File: config.mk
export PLATFORM = sky130hd
export DESIGN_NAME = rf_dbg_reader
export DESIGN_NICKNAME = d
export VERILOG_FILES = /design/src/rtl/rf_dbg_reader_pkg.sv /design/src/rtl/rf_dbg_reader.sv
export SDC_FILE = /design/constraint.sdc
export NUM_CORES = 1
export LEC_CHECK = 0
export ABC_CLOCK_PERIOD_IN_PS = 4550
export CORE_MARGIN = 2
export CORE_UTILIZATION = 38
export CTS_CLUSTER_SIZE = 20
export DETAILED_ROUTE_END_ITERATION = 8
export HOLD_SLACK_MARGIN = 0.05
export PLACE_DENSITY = 0.82
export SLEW_MARGIN = 20
export SYNTH_ARGS = -nofsm -noshare
export SYNTH_HDL_FRONTEND = slang
export SYNTH_SLANG_ARGS = --single-unit
File: constraint.sdc
create_clock -name clk -period 4.55 [get_ports clk]
set_input_delay 0.91 -clock clk [delete_from_list [all_inputs] [get_ports clk]]
set_output_delay 0.91 -clock clk [all_outputs]
set_load 0.02 [all_outputs]
File: src/rtl/rf_dbg_reader_pkg.sv
// Shared definitions for the register-file debug readout engine.
package rf_dbg_reader_pkg;

  typedef enum logic [2:0] {
    ST_IDLE = 3'd0,
    ST_LOCK = 3'd1,
    ST_READ = 3'd2,
    ST_PUSH = 3'd3,
    ST_DONE = 3'd4
  } rf_dbg_state_t;

  // Bits needed to index 'value' entries; never returns less than 1.
  function automatic int unsigned clogb2(input int unsigned value);
    int unsigned res;
    res = 0;
    for (int unsigned i = 0; i < 32; i++) begin
      if (((value - 1) >> i) != 0) res = i + 1;
    end
    return (res < 1) ? 1 : res;
  endfunction

endpackage

File: src/rtl/rf_dbg_reader.sv
// Debug readout engine: locks the core, walks an RF index range through the
// read port and streams each word with its index over valid/ready.
module rf_dbg_reader
  import rf_dbg_reader_pkg::*;
#(
  parameter int data_width_g = 32,
  parameter int depth_g      = 16,
  parameter int addr_width_g = 4
) (
  input  logic                    clk,
  input  logic                    rstx,
  input  logic                    start_in,
  input  logic                    abort_in,
  input  logic [addr_width_g-1:0] first_in,
  input  logic [addr_width_g-1:0] last_in,
  output logic                    lock_req_out,
  input  logic                    lock_ack_in,
  output logic [addr_width_g-1:0] rop_out,
  output logic                    rload_out,
  input  logic [data_width_g-1:0] rdata_in,
  output logic [data_width_g-1:0] dout_data,
  output logic [addr_width_g-1:0] dout_idx,
  output logic                    dout_valid,
  input  logic                    dout_ready,
  output logic                    busy_out,
  output logic                    done_out,
  output logic                    err_out
);

  localparam logic [addr_width_g:0] LP_DEPTH = (addr_width_g + 1)'(depth_g);

  rf_dbg_state_t             r_state;
  rf_dbg_state_t             w_next;
  logic [addr_width_g-1:0]   r_ptr;
  logic [addr_width_g-1:0]   r_last;
  logic [addr_width_g-1:0]   r_rop;
  logic [addr_width_g-1:0]   r_idx;
  logic [data_width_g-1:0]   r_data;
  logic                      r_valid;
  logic                      r_err;
  logic                      w_legal;
  logic                      w_hs;
  logic                      w_at_last;

  assign w_legal   = (first_in <= last_in) && ({1'b0, last_in} < LP_DEPTH);
  assign w_hs      = r_valid && dout_ready;
  assign w_at_last = (r_ptr == r_last);

  // State register.
  always_ff @(posedge clk or negedge rstx) begin
    if (!rstx) r_state <= ST_IDLE;
    else       r_state <= w_next;
  end

  // Next-state decode; abort wins over the handshake in every non-idle state.
  always_comb begin
    w_next = r_state;
    case (r_state)
      ST_IDLE: if (start_in && w_legal) w_next = ST_LOCK;
      ST_LOCK: begin
        if (abort_in)         w_next = ST_IDLE;
        else if (lock_ack_in) w_next = ST_READ;
      end
      ST_READ: w_next = abort_in ? ST_IDLE : ST_PUSH;
      ST_PUSH: begin
        if (abort_in)  w_next = ST_IDLE;
        else if (w_hs) w_next = w_at_last ? ST_DONE : ST_READ;
      end
      ST_DONE: w_next = ST_IDLE;
      default: w_next = ST_IDLE;
    endcase
  end

  // Range pointer, captured word/index, stream valid and error pulse.
  always_ff @(posedge clk or negedge rstx) begin
    if (!rstx) begin
      r_ptr   <= '0;
      r_last  <= '0;
      r_rop   <= '0;
      r_idx   <= '0;
      r_data  <= '0;
      r_valid <= 1'b0;
      r_err   <= 1'b0;
    end else begin
      r_err <= 1'b0;
      case (r_state)
        ST_IDLE: begin
          if (start_in) begin
            if (w_legal) begin
              r_ptr  <= first_in;
              r_last <= last_in;
            end else begin
              r_err <= 1'b1;
            end
          end
        end
        ST_READ: begin
          r_rop <= r_ptr;
          if (!abort_in) begin
            r_data  <= rdata_in;
            r_idx   <= r_ptr;
            r_valid <= 1'b1;
          end
        end
        ST_PUSH: begin
          if (abort_in) begin
            r_valid <= 1'b0;
          end else if (w_hs) begin
            r_valid <= 1'b0;
            // ptr parks on the last index, so a full-range dump never wraps.
            if (!w_at_last) r_ptr <= r_ptr + 1'b1;
          end
        end
        default: ;
      endcase
    end
  end

  // Output decode; the read index holds its last driven value outside READ.
  always_comb begin
    lock_req_out = (r_state != ST_IDLE);
    busy_out     = (r_state != ST_IDLE);
    rload_out    = (r_state == ST_READ);
    rop_out      = (r_state == ST_READ) ? r_ptr : r_rop;
    done_out     = (r_state == ST_DONE) && !abort_in;
    err_out      = r_err;
    dout_data    = r_data;
    dout_idx     = r_idx;
    dout_valid   = r_valid;
  end

endmodule
==> results.json <==
{
  "status": "finished, final reports clean",
  "cp-start-kind": "primary input",
  "initial_utilization_pct": 39.20,
  "min_period_ns": 3.329,
  "antenna_found_initial": 0,
  "dieArea_um2": 6711,
  "relSlewSlack_pct": 32.83,
  "core_area_um2": 5886,
  "n_fill_cell": 507,
  "finalSetupTns_ns": 0,
  "multi_input_area_um2": 919.6,
  "register_area_um2": 1326,
  "clock_sinks": 53,
  "syn-num-nets": 232,
  "yosys_warnings": 0,
  "post-route-period-util_pct": 73.17,
  "setup_viol": 0,
  "p_leak_uw": 0.001463,
  "clockRootBuffer": "clkbuf_8",
  "yosysUniqueCellTypes": 32,
  "syn-cell-area_um2": 2307,
  "worst_skew_pair.late_latency_ns": 0.30,
  "std_cell_rows": 28,
  "critPathMaxStageDelay_ns": 0.66,
  "cts_tree": "built",
  "combPwrFrac_pct": 45.6,
  "cp_slowest_cell": "clkdlybuf4s50_1",
  "critPathTopFamily": "buffers and inverters",
  "critPathCaptureType": "output port",
  "vdd_drop_max_uv": 272.2,
  "grt_max_degree": 54,
  "nNetsFinal": 324,
  "maxSlewViolCount": 0,
  "async_flop_share_pct": 100.0,
  "fmax_mhz": 300.4,
  "crit_path_max_fanout": 6,
  "power_frac_clock_pct": 16.8,
  "synth_seq_cells": 53,
  "power_switching_uw": 731.0,
  "antennaDiodeCount": 0,
  "wire_per_inst_um": 13.78,
  "cpMostUsedCell": "clkdlybuf4s50_1",
  "required_ns": 3.64,
  "dp_hpwl_um": 3564,
  "layout-drive-gt1-share_pct": 19.71,
  "grt.overflow.total": 0,
  "syn_area_per_cell_um2": 12.75,
  "post-route-cell-area_um2": 3410,
  "p_sw_share_pct": 33.63,
  "cap_viol_max_count": 0,
  "drc": 0,
  "synth-seq-area-share_pct": 57.48,
  "cts_buffers": 5,
  "vias_per_cell": 4.926,
  "p_int_uw": 1443,
  "drt-total-wl_um": 4810,
  "p_seq_share_pct": 37.6,
  "final_cell_mix": "clkdlybuf4s50_1, dfrtp_1, mux2_2, nand2_1, nor2_1",
  "die_w_um": 81.92,
  "drt-pass1-iter-count": 4,
  "drtIter0Drc": 68,
  "power.density_nw_per_um2": 637.5,
  "dpl-instance-area_um2": 3276,
  "final_common_cell": "clkdlybuf4s50_1",
  "hp-class": "flop to flop",
  "cp_num_buf_inv": 2,
  "path_class": "primary input to output port",
  "clockBufferDepth": 2,
  "via_count": 1719,
  "grt_pass1_wl_um": 7445,
  "netlist_instances": 181,
  "rsz0062_at_grt": "no",
  "htreeDepth": 2,
  "synth_edf_count": 0,
  "die_y_um": 81.92,
  "ctsHoldBuffers": 0,
  "place.gp.congestion": 0.7747,
  "synth_ff_type": "dfrtp_1",
  "cts_setup_buffers": 0,
  "path_cells": "clkdlybuf4s50_1 > nor4b_1 > clkdlybuf4s50_1",
  "ios": 92,
  "antenna_left": 0,
  "grt_pass1_vias": 1709,
  "final_hold_viol_count": 0,
  "skew_ns": 0.004906,
  "critPathArrivalTime_ns": 2.42,
  "clk_pin_slew_ns": 0.09,
  "grtUsageTotal_pct": 14.57,
  "worst_slew_pin_slew_ns": 1.005,
  "cts_resized": 0,
  "port_buffers": 91,
  "area_delta_synth_final_pct": 47.78
}
## per-stage QoR
step	utilization (%)	hold slack [ns]	std cells	setup WS [ns]	power, µW
final	57.93	0.4869	349	1.221	2174
after global routing	57.93	0.5209	349	1.159	2306
after CTS	57.93	0.4869	349	1.224	2203
after detailed placement	55.65	0.4645	341	1.234	1830
after global placement	55.65	0.4570	341	1.295	1798
after floorplan	-	0.4702	181	1.991	1335
## registers in the layout, indices dropped and copies added, names as in the netlist
name,flops
r_state,3
dout_idx,4
dout_valid,1
r_ptr,4
dout_data,32
r_last,4
r_rop,4
err_out,1
## layer usage
metal	GRT usage (%)	share of wire, %	up-vias	wire length [µm]
li1	-	-	815	-
met1	17.36	43	831	2070
met2	25.45	49	69	2344
met3	3.626	7.1	4	341
met4	5.167	1.1	0	53
met5	0	0	-	0
## cell usage after synthesis, types with 2 or more instances
cell	n	area, µm²
dfrtp_1	53	1326
mux2_2	38	427.9
nand2_1	23	86.33
nor2_1	7	26.28
inv_1	6	22.52
o21ai_0	6	30.03
a21oi_1	5	25.02
buf_2	5	25.02
ha_1	5	62.56
xnor2_1	4	35.03
nand3_1	3	15.01
nand4_1	3	18.77
mux2_4	2	30.03
o2bb2a_1	2	20.02
or3_1	2	12.51
## logic make-up (layout without fill, tap and decap cells)
kind of cell / after synthesis / after routing / synth area share [%]
xor gates and xnor gates: 4 / 4 / 1.518
buffers and inverters: 13 / 106 / 2.874
DFF: 53 / 53 / 57.48
muxes: 41 / 41 / 20.28
AOI/OAI and AO/OA: 19 / 19 / 5.423
and+or+nand+nor: 46 / 46 / 9.708
adders and majority gates: 5 / 5 / 2.711
## worst register-to-register path: stages, from the launching register on
cell and delay (ns):
dfrtp_1 0.49, nor2_1 0.12, nand2_1 0.20, nor2_4 0.82, mux2_2 0.45
## power by group through the flow
stage | Combinational, µW | Clock, µW | Sequential [µW]
after floorplan | 327 | 0 | 1010
after global placement | 980 | 0 | 818
after detailed placement | 1000 | 0 | 830
after CTS | 1000 | 377 | 822
after global routing | 1060 | 398 | 850
final | 991 | 365 | 817
## layout make-up
type | count | area share, %
sequential | 53 | 38.90
clock buffer | 5 | 2.018
tap | 75 | 2.752
timing repair buffer | 92 | 26.79
multi-input combinational | 115 | 26.97
clock inverter | 3 | 1.908
inverter | 6 | 0.6606
## worst paths after layout
path	from	endpoint	slack [ns]	cells past startpoint
hold / removal	r_rop[3]	r_rop[3]	0.49	2
hold reg to reg	r_rop[3]	r_rop[3]	0.49	2
min in group asynchronous	rstx	r_state[2]	0.71	2
setup / recovery	abort_in	done_out	1.22	3
setup reg to reg	r_state[0]	dout_data[21]	2.36	4
max in group asynchronous	rstx	dout_data[1]	3.40	2
Note: power is estimated with default switching activity, not from simulation.
